<file path="src/rtl/pc_out_wrr_arbiter.sv">
// Weighted round-robin arbiter: three word sources share one registered 32-bit
// output stage; each grant allows a burst of up to the source's weight words.
module pc_out_wrr_arbiter #(
    parameter int unsigned N  = 32,
    parameter int unsigned NW = 4,
    parameter int unsigned NS = 3
) (
    input  logic            clk,
    input  logic            reset,
    input  logic [NS*N-1:0] in_d,
    input  logic [NS-1:0]   in_v,
    output logic [NS-1:0]   in_a,
    output logic [N-1:0]    out_d,
    output logic            out_v,
    input  logic            out_a,
    input  logic [NS*NW-1:0] weights,
    output logic [1:0]      cur_grant,
    output logic            busy
);

    localparam int unsigned GW = 2;
    localparam logic [GW-1:0] NO_GRANT = GW'(3);

    typedef enum logic {
        IDLE  = 1'b0,
        GRANT = 1'b1
    } state_t;

    state_t          state_q, state_d;
    logic [GW-1:0]   g_q, g_d;
    logic [GW-1:0]   rr_q, rr_d;
    logic [NW-1:0]   credit_q, credit_d;
    logic [N-1:0]    out_d_q, out_d_d;
    logic            out_v_q, out_v_d;

    logic [N-1:0]    src_d [NS];
    logic [NW-1:0]   src_w [NS];

    // Unpack the flat source buses so they can be indexed by grant number.
    for (genvar i = 0; i < NS; i++) begin : g_unpack
        assign src_d[i] = in_d[i*N +: N];
        assign src_w[i] = weights[i*NW +: NW];
    end

    function automatic logic [GW-1:0] next_idx(input logic [GW-1:0] idx);
        return (idx == GW'(2)) ? GW'(0) : idx + GW'(1);
    endfunction

    logic            out_xfer;
    logic            ack;
    logic            in_xfer;
    logic            found;
    logic [GW-1:0]   pick;
    logic [GW-1:0]   scan;

    // Next-state, datapath and combinational source ack.
    always_comb begin
        state_d  = state_q;
        g_d      = g_q;
        rr_d     = rr_q;
        credit_d = credit_q;
        out_d_d  = out_d_q;
        out_v_d  = out_v_q;
        in_a     = '0;
        ack      = 1'b0;
        in_xfer  = 1'b0;
        found    = 1'b0;
        pick     = '0;
        scan     = rr_q;
        out_xfer = out_v_q && out_a;

        unique case (state_q)
            IDLE: begin
                if (out_xfer) begin
                    out_v_d = 1'b0;
                end
                // First valid, enabled source starting at the round-robin pointer.
                for (int k = 0; k < 3; k++) begin
                    if (!found && in_v[scan] && (src_w[scan] != '0)) begin
                        found = 1'b1;
                        pick  = scan;
                    end
                    scan = next_idx(scan);
                end
                if (found) begin
                    state_d  = GRANT;
                    g_d      = pick;
                    credit_d = src_w[pick];
                end
            end

            GRANT: begin
                ack        = !out_v_q || out_a;
                in_a[g_q]  = ack;
                in_xfer    = in_v[g_q] && ack;
                if (in_xfer) begin
                    out_d_d  = src_d[g_q];
                    out_v_d  = 1'b1;
                    credit_d = credit_q - NW'(1);
                    if (credit_q == NW'(1)) begin
                        state_d = IDLE;
                        rr_d    = next_idx(g_q);
                    end
                end else begin
                    if (out_xfer) begin
                        out_v_d = 1'b0;
                    end
                    if (!in_v[g_q]) begin
                        state_d = IDLE;
                        rr_d    = next_idx(g_q);
                    end
                end
            end

            default: begin
                state_d = IDLE;
            end
        endcase
    end

    always_ff @(posedge clk) begin
        if (reset) begin
            state_q  <= IDLE;
            g_q      <= '0;
            rr_q     <= '0;
            credit_q <= '0;
            out_d_q  <= '0;
            out_v_q  <= 1'b0;
        end else begin
            state_q  <= state_d;
            g_q      <= g_d;
            rr_q     <= rr_d;
            credit_q <= credit_d;
            out_d_q  <= out_d_d;
            out_v_q  <= out_v_d;
        end
    end

    assign out_d     = out_d_q;
    assign out_v     = out_v_q;
    assign busy      = (state_q == GRANT);
    assign cur_grant = (state_q == GRANT) ? g_q : NO_GRANT;

endmodule

</file>
<file path="config.mk">
export PLATFORM = sky130hd
export DESIGN_NAME = pc_out_wrr_arbiter
export DESIGN_NICKNAME = d
export VERILOG_FILES = /design/src/rtl/pc_out_wrr_arbiter.sv
export SDC_FILE = /design/constraint.sdc
export NUM_CORES = 1
export LEC_CHECK = 0
export ABC_CLOCK_PERIOD_IN_PS = 5100
export CAP_MARGIN = 10
export CORE_MARGIN = 2
export CORE_UTILIZATION = 41
export CTS_CLUSTER_DIAMETER = 50
export DETAILED_ROUTE_END_ITERATION = 8
export GPL_TIMING_DRIVEN = 1
export PLACE_DENSITY = 0.85
export SETUP_SLACK_MARGIN = 0.5
export SKIP_CTS_REPAIR_TIMING = 1
export SYNTH_ARGS = -nofsm -noshare
export SYNTH_HDL_FRONTEND = slang
export SYNTH_SLANG_ARGS = --single-unit
</file>
<file path="constraint.sdc">
create_clock -name clk -period 5.1 [get_ports clk]
set_input_delay 0.51 -clock clk [delete_from_list [all_inputs] [get_ports clk]]
set_output_delay 0.51 -clock clk [all_outputs]
set_load 0.02 [all_outputs]
</file>
==> metrics.md <==
| Metric | Value |
|---|---|
| Setup TNS | `0 ps` |
| Clock slew at reported path FFs | `approximately 80 ps` |
| HPWL Detailed | `5.801 mm` |
| Std-Cell Rows | `28` |
| Power Dens Cells | `between 200 and 300 mW/mm2` |
| # DRC | `0` |
| Antenna-violating nets left | `0` |
| Diodes inserted | `0` |
| Routed WL | `7.728 mm` |
| NumNets Final | `~570` |
| Synthesized cell area | `about 0.0026 mm2` |
| CP Class | `in -> out` |
| Unique masters post-synth | `46` |
| Fin. max-slew vios | `0` |
| Routability Congestion | `roughly 0.9` |
| Root Buffer | `clkbuf_8` |
| Worst-path fanout max | `6` |
| Number of flops mapped to enable cells by yosys | `0` |
| Register-to-Register Path Depth | `7` |
| Core area | `between 0.005 and 0.006 mm2` |
| Via Count | `2794` |
| Share of cells above drive strength 1 | `5.556%` |
| Gr usage total | `around 22%` |
| Pin count of the biggest net entering global routing | `53` |
| Outcome | `finished clean` |
| CP required | `roughly 4600 ps` |
| Final Skew | `2.901 ps` |
| Total gr overflow | `0` |
| First-pass GRT wire length | `about 13 mm` |
| Vias per cell | `roughly 5.3` |
| Initial DRC count | `between 90 and 100` |
| Crit path to | `in_a[1]` |
| Fmax | `about 0.37 GHz` |
| FF-to-FF Start | `g_q[1]` |
| Chip width | `83.10 um` |
| YS warnings | `0` |
| Initial antenna violation count | `0` |
| Element type at the critical path end | `primary output` |
| Clk_lat worst skew | `280 ps` |
| Final Cycle Share | `between 50% and 60%` |
| Design Area, Final | `roughly 0.0042 mm2` |
| Worst hold path type | `reg -> reg` |
| Register area share after synthesis | `32.78%` |
| Max Cap Violations | `0` |
| Main synth FF type | `dfxtp_1` |
| Net switching power | `between 300 and 400 uW` |
| #FFs+latches synth | `42` |
| Combinational power share | `roughly 36%` |
| Detailed-route wire length per cell | `between 10 and 15 um` |
| Critical path launch point | `out_a` |
| Layout area overhead | `64.73%` |
| Synth Net Count | `around 430` |
| Internal | `783.6 uW` |
| Clock sink count | `42` |
| Worst-Margin Slew | `a little over 500 ps` |
| Final setup fails | `0` |
| Die Ht | `83.10 um` |
| Reg-to-reg endpoint | `credit_q[0]` |
| Power share of the sequential group | `35.6%` |
| Cell taking the most area after synthesis | `dfxtp_1` |
| Placed inst area | `between 0.004 and 0.005 mm2` |
| Hold Vio Cnt, Final | `0` |
| DR pass1 iterations | `5` |
| Setup crit start kind | `primary input` |
| Avg Cell Area, Syn | `~8.2 um2` |
| Vias in the first global route | `about 2800` |
| Htree depth | `2` |
| Clock tree buffer depth | `2` |
| Final worst path period need | `roughly 2700 ps` |
| Ys async rst share | `0%` |
| Peak supply drop | `0.1501 mV` |
| CTS Buf Count | `5` |
| Sw Ratio | `between 20 and 30%` |
| # port buffers | `152` |
| Die area | `a little under 0.007 mm2` |
| Rel. slew slack | `between 60 and 70%` |
| Top cells by area, synth | `dfxtp_1 (33%), mux2i_1 (14%), nor2_1 (11%)` |
| I/O pin cnt | `around 150` |
| TritonCTS clock tree | `done` |
| Leak Pwr | `approximately 0.0015 uW` |
| Reg2reg setup slack | `2590 ps` |
| Crit path DAT | `between 2000 and 2500 ps` |
| Hold Path Origin | `out_d[30]` |
| Yosys top cell area share | `between 30% and 40%` |
| Mapped Cells | `~310` |
| Initial core utilization | `42.82%` |
| Clk network pwr share | `between 20% and 30%` |
| RSZ-0062 raised after global routing | `false` |
## power by group through the flow
stage	Clock [uW]	Combinational [uW]	Sequential, uW
global route	336	432	400
global placement	0	389	401
CTS	325	397	394
floorplan	0	180	429
detailed placement	0	396	401
finish	317	396	394
## logic make-up (layout without fill, tap and decap cells)
family / after synthesis / after routing / share of synthesized area, %
AND/OR/NAND/NOR: 101 / 101 / 17.80
flip-flops: 42 / 42 / 32.78
multiplexers: 38 / 38 / 14.88
buffers and inverters: 32 / 170 / 6.342
AO/OA/AOI/OAI: 97 / 97 / 27.22
adder cells (fa/ha/maj): 2 / 2 / 0.9755
## worst min-delay path by stage
stage                             end  slack, ps  cells past startpoint
after global placement      out_d[17]        480                      2
after detailed placement    out_d[28]        490                      2
final                       out_d[30]        500                      2
after global routing        out_d[30]        530                      2
after CTS                   out_d[28]        500                      2
after floorplan           credit_q[1]        510                      1
## flip-flops by register name, summed over array words and instances (netlist names)
signal / flops
busy: 1
credit_q: 4
g_q: 2
out_d: 32
out_v: 1
rr_q: 2
## cell usage in the layout, fill, tap and decap left out, drive strengths merged, types with 2 or more instances in the layout
cell / n
clkdlybuf4s50: 152
nor2: 74
dfxtp: 42
mux2i: 37
a21oi: 37
a211oi: 33
nor3: 7
clkbuf: 6
inv: 5
buf: 5
nand2b: 4
nor2b: 4
a21boi: 3
o211ai: 3
o311a: 3
nor4: 3
nand2: 2
nor3b: 2
o41ai: 2
o311ai: 2
ha: 2
bufinv: 2
o41a: 2
a2111oi: 2
## through the flow
stage	worst slack, ps	hold WS (ps)	power [uW]	utilization [%]	cells
finish	2366	497.9	1107	70.53	525
global route	2226	529.4	1168	70.53	525
CTS	2330	501.3	1117	70.53	525
detailed placement	2297	489.9	797.3	68.15	517
global placement	2348	484.4	789.7	68.15	517
floorplan	2806	505.1	609.3	-	312
## cell usage after synthesis (3+ instances only)
cell,number
mux2i_1,37
a211oi_1,33
nor4_1,3
o211ai_1,3
a21boi_0,3
nand2b_1,4
clkbuf_1,20
nor3_1,7
nor2b_1,3
nor2_1,73
inv_1,5
dfxtp_1,42
o311a_1,3
a21oi_1,37
## layout make-up
class	count	area (um2)
multi-input cells	238	1569
well taps	75	93.84
repair buffers	157	1559
inverters	5	18.77
clock inverters	2	60.06
clock buffers	6	82.58
flip-flops and latches	42	842.1
fillers	493	1765
## worst max-delay path, stage by stage
cell,delay (ps)
clkdlybuf4s50_1,450
nand2b_1,140
nand2_1,220
nor3b_1,250
clkdlybuf4s50_1,640
## layer usage
metal	part of all wire (%)	vias up	GRT usage [%]	routed length, um
met5	0	-	0	0
met4	2.3	0	7.452	176
met3	8.7	14	7.555	672
met2	48	136	39.44	3696
met1	41	1231	25.34	3183
li1	-	1413	-	-
Power figures use the tool's default switching activity.
